$ cat config.mk
export PLATFORM = sky130hd
export DESIGN_NAME = qbus_host_seq
export DESIGN_NICKNAME = d
export VERILOG_FILES = /design/src/rtl/qbus_pkg.sv /design/src/rtl/qbus_rr_arb.sv /design/src/rtl/qbus_host_seq.sv
export SDC_FILE = /design/constraint.sdc
export NUM_CORES = 1
export LEC_CHECK = 0
export BUFFER_PORTS_ARGS = -buffer_cell sky130_fd_sc_hd__clkbuf_2
export CAP_MARGIN = 20
export CORE_ASPECT_RATIO = 1.4
export CORE_UTILIZATION = 25
export DETAILED_ROUTE_END_ITERATION = 10
export PLACE_DENSITY_LB_ADDON = 0.15
export SYNTH_ARGS = -nofsm -noshare
export SYNTH_HDL_FRONTEND = slang
export SYNTH_HIERARCHICAL = 1
export SYNTH_SLANG_ARGS = --single-unit
$ cat constraint.sdc
create_clock -name clk -period 5.95 [get_ports clk]
set_clock_uncertainty 0.15 [all_clocks]
set_input_delay 1.785 -clock clk [delete_from_list [all_inputs] [get_ports clk]]
set_output_delay 1.785 -clock clk [all_outputs]
set_load 0.02 [all_outputs]
$ cat src/rtl/qbus_pkg.sv
// qbus_pkg
// Shared definitions for the Q-bus host cycle sequencer:
//   - qbus_state_e : bus phase encoding, one phase per clock
//   - qbus_cycle_e : kind of cycle currently running (DATI / DATO / INTA)
//   - IOPAGE_HI    : top address bits that select the I/O page (nBS asserted)
//   - STROBE_IDLE  : released level of the active-low strobes
//   - AD_IDLE      : value presented on ad_do when nothing is driven
package qbus_pkg;

  typedef enum logic [2:0] {
    ST_IDLE,
    ST_ADDR,
    ST_SYNC,
    ST_DATA,
    ST_WAIT_RPLY,
    ST_LATCH,
    ST_WAIT_NRPLY,
    ST_DONE
  } qbus_state_e;

  typedef enum logic [1:0] {
    CYC_DATI,
    CYC_DATO,
    CYC_INTA
  } qbus_cycle_e;

  localparam logic [2:0]  IOPAGE_HI   = 3'b111;
  localparam logic        STROBE_IDLE = 1'b1;
  localparam logic [15:0] AD_IDLE     = 16'hFFFF;

  // An address in the top 8 KB of the 16-bit space belongs to the I/O page.
  function automatic logic is_iopage(input logic [15:0] addr);
    return addr[15:13] == IOPAGE_HI;
  endfunction

endpackage

$ cat src/rtl/qbus_rr_arb.sv
// qbus_rr_arb
// Two-way round-robin arbiter with an interrupt override.
//   clk, reset : system clock, synchronous active-high reset
//   req[1:0]   : local requester requests
//   irq        : qualified interrupt request (already gated by IRQ_EN)
//   take       : the sequencer accepts the current grant this clock
//   gnt_vld    : some grant is available
//   gnt_inta   : the grant is an interrupt acknowledge cycle
//   gnt_idx    : requester index when gnt_inta is low
// The last-grant pointer only moves when a requester grant is taken, so an
// interrupt cycle does not disturb fairness between the two requesters.
module qbus_rr_arb
  import qbus_pkg::*;
(
  input  logic       clk,
  input  logic       reset,
  input  logic [1:0] req,
  input  logic       irq,
  input  logic       take,
  output logic       gnt_vld,
  output logic       gnt_inta,
  output logic       gnt_idx
);

  logic last_gnt;

  // Interrupt beats both requesters; on a tie the requester that was not
  // granted last time wins.
  always_comb begin
    gnt_vld  = 1'b0;
    gnt_inta = 1'b0;
    gnt_idx  = 1'b0;
    if (irq) begin
      gnt_vld  = 1'b1;
      gnt_inta = 1'b1;
    end else if (req[0] && req[1]) begin
      gnt_vld = 1'b1;
      gnt_idx = ~last_gnt;
    end else if (req[0]) begin
      gnt_vld = 1'b1;
      gnt_idx = 1'b0;
    end else if (req[1]) begin
      gnt_vld = 1'b1;
      gnt_idx = 1'b1;
    end
  end

  always_ff @(posedge clk) begin
    if (reset) begin
      last_gnt <= 1'b0;
    end else if (take && gnt_vld && !gnt_inta) begin
      last_gnt <= gnt_idx;
    end
  end

endmodule

$ cat src/rtl/qbus_host_seq.sv
// qbus_host_seq
// Q-bus master cycle sequencer: arbitrates two local requesters and nVIRQ,
// then runs DATI, DATO or INTA cycles one bus phase per clock.
//   clk, reset          : system clock, synchronous active-high reset
//   req/req_we          : per-requester request and direction (1 = write)
//   req_addr/req_wdata  : requester n fields at [16n+15:16n], true polarity
//   ack, rdata, err     : completion pulse, read data, timeout flag
//   irq_vld, irq_vec    : INTA completion pulse and fetched vector
//   busy                : a cycle is in progress
//   ad_do, ad_oe, ad_di : multiplexed nAD bus (active-low values)
//   nSYNC nDIN nDOUT nBS nIAKO : active-low strobes driven by the master
//   nRPLY nVIRQ         : active-low reply and interrupt request inputs
// Build option: define QBUS_RPLY_SYNC_EN to pass nRPLY and nVIRQ through
// two-flop synchronizers when the bus is asynchronous to clk.
module qbus_host_seq #(
  parameter int unsigned TMO_CYCLES = 255,
  parameter bit          IRQ_EN     = 1'b1
) (
  input  logic        clk,
  input  logic        reset,
  input  logic [1:0]  req,
  input  logic [1:0]  req_we,
  input  logic [31:0] req_addr,
  input  logic [31:0] req_wdata,
  output logic [1:0]  ack,
  output logic [15:0] rdata,
  output logic        err,
  output logic        irq_vld,
  output logic [15:0] irq_vec,
  output logic        busy,
  output logic [15:0] ad_do,
  output logic        ad_oe,
  input  logic [15:0] ad_di,
  output logic        nSYNC,
  output logic        nDIN,
  output logic        nDOUT,
  output logic        nBS,
  output logic        nIAKO,
  input  logic        nRPLY,
  input  logic        nVIRQ
);

  import qbus_pkg::*;

  localparam logic [15:0] TMO_LAST = 16'(TMO_CYCLES - 1);

  qbus_state_e state, state_nxt;
  qbus_cycle_e cyc;
  logic        idx;
  logic [15:0] addr_q;
  logic [15:0] wdata_q;
  logic        bs_low;
  logic [15:0] tmo_cnt;
  logic        tmo_err;
  logic        tmo_hit;
  logic        rply_n_s;
  logic        virq_n_s;
  logic        gnt_vld;
  logic        gnt_inta;
  logic        gnt_idx;
  logic [15:0] gnt_addr;

`ifdef QBUS_RPLY_SYNC_EN
  logic [1:0] rply_sync;
  logic [1:0] virq_sync;

  // Two-flop synchronizers; they idle at the released (high) level.
  always_ff @(posedge clk) begin
    if (reset) begin
      rply_sync <= 2'b11;
      virq_sync <= 2'b11;
    end else begin
      rply_sync <= {rply_sync[0], nRPLY};
      virq_sync <= {virq_sync[0], nVIRQ};
    end
  end

  assign rply_n_s = rply_sync[1];
  assign virq_n_s = virq_sync[1];
`else
  assign rply_n_s = nRPLY;
  assign virq_n_s = nVIRQ;
`endif

  qbus_rr_arb u_arb (
    .clk      (clk),
    .reset    (reset),
    .req      (req),
    .irq      (IRQ_EN && !virq_n_s),
    .take     (state == ST_IDLE),
    .gnt_vld  (gnt_vld),
    .gnt_inta (gnt_inta),
    .gnt_idx  (gnt_idx)
  );

  assign gnt_addr = gnt_idx ? req_addr[31:16] : req_addr[15:0];
  assign busy     = (state != ST_IDLE);

  // Phase sequencing. A reply seen on the same clock as the timeout limit
  // still counts as a good reply.
  always_comb begin
    state_nxt = state;
    tmo_hit   = 1'b0;
    case (state)
      ST_IDLE:      if (gnt_vld) state_nxt = ST_ADDR;
      ST_ADDR:      state_nxt = ST_SYNC;
      ST_SYNC:      state_nxt = ST_DATA;
      ST_DATA:      state_nxt = ST_WAIT_RPLY;
      ST_WAIT_RPLY: begin
        if (!rply_n_s) begin
          state_nxt = ST_LATCH;
        end else if (tmo_cnt == TMO_LAST) begin
          tmo_hit   = 1'b1;
          state_nxt = ST_DONE;
        end
      end
      ST_LATCH:     state_nxt = ST_WAIT_NRPLY;
      ST_WAIT_NRPLY: begin
        if (rply_n_s) begin
          state_nxt = ST_DONE;
        end else if (tmo_cnt == TMO_LAST) begin
          tmo_hit   = 1'b1;
          state_nxt = ST_DONE;
        end
      end
      ST_DONE:      state_nxt = ST_IDLE;
      default:      state_nxt = ST_IDLE;
    endcase
  end

  // State register, grant latches, timeout counter and read-data capture.
  // The wait states are only ever entered from DATA or LATCH, so clearing
  // the counter there gives a fresh count on each wait entry.
  always_ff @(posedge clk) begin
    if (reset) begin
      state   <= ST_IDLE;
      cyc     <= CYC_DATI;
      idx     <= 1'b0;
      addr_q  <= 16'h0000;
      wdata_q <= 16'h0000;
      bs_low  <= 1'b0;
      tmo_cnt <= 16'h0000;
      tmo_err <= 1'b0;
      rdata   <= 16'h0000;
      irq_vec <= 16'h0000;
    end else begin
      state <= state_nxt;

      if (state == ST_IDLE && gnt_vld) begin
        idx     <= gnt_idx;
        tmo_err <= 1'b0;
        if (gnt_inta) begin
          cyc     <= CYC_INTA;
          addr_q  <= 16'h0000;
          wdata_q <= 16'h0000;
          bs_low  <= 1'b0;
        end else begin
          cyc     <= req_we[gnt_idx] ? CYC_DATO : CYC_DATI;
          addr_q  <= gnt_addr;
          wdata_q <= gnt_idx ? req_wdata[31:16] : req_wdata[15:0];
          bs_low  <= is_iopage(gnt_addr);
        end
      end

      if (state == ST_DATA || state == ST_LATCH) begin
        tmo_cnt <= 16'h0000;
      end else if (state == ST_WAIT_RPLY || state == ST_WAIT_NRPLY) begin
        tmo_cnt <= tmo_cnt + 16'd1;
      end

      if (state == ST_LATCH) begin
        if (cyc == CYC_DATI) rdata   <= ~ad_di;
        if (cyc == CYC_INTA) irq_vec <= ~ad_di;
      end

      if (tmo_hit) begin
        tmo_err <= 1'b1;
        if (cyc == CYC_DATI) rdata   <= 16'h0000;
        if (cyc == CYC_INTA) irq_vec <= 16'h0000;
      end
    end
  end

  // Bus strobes and completion pulses decoded from the current phase.
  // Write data stays on the bus through WAIT_NRPLY for slave hold time.
  always_comb begin
    nSYNC   = STROBE_IDLE;
    nDIN    = STROBE_IDLE;
    nDOUT   = STROBE_IDLE;
    nBS     = STROBE_IDLE;
    nIAKO   = STROBE_IDLE;
    ad_oe   = 1'b0;
    ad_do   = AD_IDLE;
    ack     = 2'b00;
    err     = 1'b0;
    irq_vld = 1'b0;
    case (state)
      ST_ADDR, ST_SYNC: begin
        nBS = ~bs_low;
        if (state == ST_SYNC) nSYNC = 1'b0;
        if (cyc != CYC_INTA) begin
          ad_oe = 1'b1;
          ad_do = ~addr_q;
        end
      end
      ST_DATA, ST_WAIT_RPLY, ST_LATCH: begin
        nBS   = ~bs_low;
        nSYNC = 1'b0;
        if (state != ST_DATA) begin
          nDOUT = (cyc == CYC_DATO) ? 1'b0 : 1'b1;
          nDIN  = (cyc == CYC_DATO) ? 1'b1 : 1'b0;
          nIAKO = (cyc == CYC_INTA) ? 1'b0 : 1'b1;
        end
        if (cyc == CYC_DATO) begin
          ad_oe = 1'b1;
          ad_do = ~wdata_q;
        end
      end
      ST_WAIT_NRPLY: begin
        nBS = ~bs_low;
        if (cyc == CYC_DATO) begin
          ad_oe = 1'b1;
          ad_do = ~wdata_q;
        end
      end
      ST_DONE: begin
        err = tmo_err;
        if (cyc == CYC_INTA) begin
          irq_vld = 1'b1;
        end else begin
          ack = idx ? 2'b10 : 2'b01;
        end
      end
      default: begin
      end
    endcase
  end

endmodule
# Word-level counts from Yosys, hierarchy flattened
# Index checks and enable logic that the tools add are counted.
# word_totals
input_bits	88
output_inout_bits	59
elab_cells	104
regBits	89
# classes
reduce_logical	14
n_mux	58
n_eq_ne	14
n_bitwise	5
order_cmp	1
n_addsub	1
# op_table
op	n
$mux 16	14
$not 16->16	3
$pmux 16 s2	1
$mux 1	31
$pmux 3 s8	1
$add 16x1->16 const B	1
$eq 16x8->1 const B	1
$eq 3x3->1 const B	5
$mux 3	4
$mux 2	4
$eq 3x2->1 const B	2
$pmux 1 s2	3
$reduce_or 6->1	1
$ne 2x2->1 const B	2
$reduce_or 2->1	2
$reduce_or 4->1	1
$eq 3x1->1 const B	1
$logic_and 1x1->1	3
$logic_not 3->1	1
$ne 3x2->1 const B	1
$reduce_bool 3->1	1
$reduce_or 3->1	1
$eq 2x1->1 const B	1
$eq 2x2->1 const B	1
other kinds (5)	7

# Longest topological paths before layout
# logic_depth
depth_word	8
mapped_depth	8
mapped_depth_nobuf	6

# By module
# Netlist, hierarchy kept.
# by_module_without_submodules
module	instances	area_each_um2	cells_per_inst	seq_area_each_um2
qbus_host_seq	1	4076.4	484	1761.7
qbus_rr_arb	1	78.8	9	20.0

# Worst setup path before layout
# OpenSTA, ideal clock, no wires.
# synth_timing
kind	flip-flop to output port
from	reg state[1]
to	out ad_do[12]
required_ns	4.015
slack_ns	2.432
t_arrival_ns	1.583
stages_incl_launch_ff	7
n_path_buf	2
cell_sequence	dfxtp_1 -> buf_2 -> nand2_1 -> xor2_1 -> nor2_1 -> clkbuf_1 -> a22oi_1
# synth_between
elab_chain_cells	3
word_cells_on_any_way	9
classes_between	eq/ne (6); mux (1); reduce/logical (2)
# synth_rtl
item	line	source
start, declared	qbus_host_seq.sv:47	qbus_state_e state, state_nxt;
start signal, assigned	qbus_host_seq.sv:147	state <= state_nxt;
$eq 3x2->1, or another cell as far along	qbus_host_seq.sv:197	case (state)
$reduce_or 4->1 (no line) or $reduce_or 2->1 (tied branches)	--	
$pmux 16 s2 *	qbus_host_seq.sv:197	
end, declared	qbus_host_seq.sv:31	output logic [15:0] ad_do,
# Mark *: on every way between the ends. The rest lies on a longest branch, timed or not.

# Worst setup path after layout
# layout_timing
from	reg state[0]
to	out ad_do[9]
# The elaborated chain is that of the path after synthesis.

==> out/results.tsv <==
stage	metric	value	unit
run_status	status	finished, violations left	
run_status	failing checks	design-rule violations	
clock_network	Longest Clk Path Bufs	2	
min_path	Hold WC Path Type	register to register	
logic_synthesis	Netlist Area Pre-Place	4160	um^2
logic_synthesis	top-count cell post-synth	dfxtp_1	
clock_network	Root Buffer	clkbuf_16	
die	initial core utilization	25.6	%
grt	largest net degree at the start of global routing	46	
routing	via count	3836	
critical_path	Critical Path Start Type	register	
logic_synthesis	FFs w/ async S/R, synth	0	%
timing	setup violators final	0	
clock_network	# Post-CTS Setup Buffers	0	
die	Site Rows	55	
timing	fin worst setup slack	1810	ps
critical_path	critical path, cell by cell	nand2_1 -> xor2_1 -> nor2_1 -> buf_4 -> a22oi_1 -> clkbuf_2	
power_and_ir_drop	Pwr Total	1.45	mW
grt	vias in the first global route	3713	
routing	overall routed net length	11400	um
logic_synthesis	register bit total from synthesis	89	
finish	antenna cells	0	
timing	final hold violations	0	
logic_synthesis	Yosys top cell area share	42.9	%
finish	Final Util	32.8	%
clock_network	cts repair resizes	0	
clock_network	CTS buffer count	9	
power_and_ir_drop	Pleak	2.15	nW
logic_synthesis	Post-Syn Nets	583	
clock_network	# clock sinks	89	
finish	filler-free cell count of the finished design	821	
critical_path	CP max stage delay	690	ps
grt	first-pass GRT wire length	18800	um
routing	DRC viols	9	
finish	# nets final	707	
die	die width	111	um
timing	Slew Limit Headroom	34.1	%
logic_synthesis	largest cells by area after synthesis	dfxtp_1 (43%), mux2i_1 (8.4%), nor2_1 (6.9%), a21oi_1 (6.6%), nor3_1 (4.7%)	
logic_synthesis	Post-synth EDFFs	0	
logic_synthesis	cell taking the most area after synthesis	dfxtp_1	
power_and_ir_drop	Max IR drop VDD	0.103	mV
timing	Final min period	4140	ps
routing	initial DRC count	142	
placement	GPL Wtd Cong	0.733	
die	Core ar.	16200	um^2
placement	Placed Area	5010	um^2
timing	setup TNS	0	ps
placement	dpl hpwl	8120	um
timing	Fmax achieved	242	MHz
flow_run	max_cap viols	0	
critical_path	CP Data Required Time	4010	ps
placement	Cells after DPL	804	
die	Chip Height	155	um
placement	DP Worst Slack	1480	ps
timing	fin crit share	69.5	%
grt	initial antenna violation count	0	
finish	final instance area	5330	um^2
power_and_ir_drop	pwr dens	271	nW/um^2
logic_synthesis	Mapped Cells	493	
routing	DR pass1 iterations	9	
timing	max-slew violations	0	
routing	Post-DRT Antenna Nets	0	
clock_network	H-tree levels	3	
grt	grt total ovfl	0	
clock_network	TritonCTS clock tree	yes	
die	# IOs	147	
timing	actual slew at the worst max-slew pin	988	ps
grt	gr usage total	13.7	%
finish	Area growth, synth to finish	28.3	%
clock_network	CTS Hold Bufs	0	
critical_path	Largest delay share family, worst path	flip-flops	
logic_synthesis	Synth Flop Type	dfxtp_1	
critical_path	crit-path max FO	18	
timing	RSZ-0062 raised after global routing	false	
logic_synthesis	Seq/Total Area, Yosys	42.9	%
finish	layout cells sized above 1	32.0	%
critical_path	CP max stage cell	dfxtp_1	
critical_path	Worst setup EP type	primary output	
logic_synthesis	Avg Cell Area, Syn	8.43	um^2
critical_path	CP Class	register to primary output	
routing	routed vias/inst	4.67	
logic_synthesis	Cell variety after synth	45	
critical_path	worst endpoint data arrival time	2200	ps
routing	DR WL/cell	13.9	um
critical_path	Crit path buffers/inverters	2	
clock_network	clock transition at the registers of the reported paths	70	ps
logic_synthesis	most frequent cells after synthesis	dfxtp_1 (89), nor2_1 (76), a21oi_1 (55)	
timing	tightest hold margin	305	ps
placement	I/O Buffers	146	
clock_network	later-pin clock latency in the skew report	340	ps
die	Die ar.	17100	um^2
logic_synthesis	Ys Warns	6	
==> final cells by class <==
cell class,instances,area (um^2)
clock buffer,9,225
clock inverter,7,82.6
fill,1727,10900
inverter,10,37.5
multi-input combinational,354,2160
sequential,89,1780
tap,199,249
timing repair buffer,153,791
==> worst paths after layout <==
kind	end	cells after the start	start	slack, ps
worst min register to register	irq_vec[1]	2	irq_vec[1]	310
worst max register to register	addr_q[3]	5	state[0]	3380
worst max-delay path	ad_do[9]	6	state[0]	1810
worst min-delay path	irq_vec[1]	2	irq_vec[1]	310
==> state kept, by name (all words and copies together), names as in the netlist <==
name	count
wdata_q	16
tmo_err	1
bs_low	1
irq_vec	16
idx	1
cyc	2
state	3
tmo_cnt	16
addr_q	16
u_arb/last_gnt	1
rdata	16
==> cell families after synthesis <==
family / count (synthesis) / synth area share (%)
adders and majority gates: 2 / 0.602
muxes: 35 / 8.43
AOI/OAI and AO/OA: 103 / 16.0
xor gates and xnor gates: 14 / 2.95
DFF: 89 / 42.9
buffers and inverters: 50 / 5.36
and+or+nand+nor: 200 / 23.8
==> power by group <==
part,internal [mW],total (mW),switching [mW]
Sequential,0.618,0.640,0.0222
Clock,0.334,0.593,0.259
Combinational,0.0797,0.211,0.132
Total,1.03,1.45,0.413
==> worst min-delay path: cells and delay by family, from the launching register on <==
family	cells	cell delay [ps]
and+or+nand+nor	1	50
AOI/OAI and AO/OA	1	50
DFF	1	310
==> metal layers <==
metal | vias to the layer above | part of all wire (%) | global-route usage [%]
li1 | 1973 | - | -
met3 | 10 | 5.8 | 3.33
met1 | 1737 | 45 | 17.0
met2 | 116 | 48 | 23.4
met5 | - | 0 | 0
met4 | 0 | 1.2 | 4.50
==> placed cells by master (no fill, tap or decap), types with 9 or more instances in the layout <==
cell         n
nand2_1     30
a211oi_1    14
inv_1       10
a22oi_1     17
clkbuf_2   146
dfxtp_1     89
nor3_1      39
a21oi_1     55
mux2i_1     35
nor2_1      76
clkbuf_16    9
or2_2       15
Note: power is estimated with default switching activity, not from simulation.
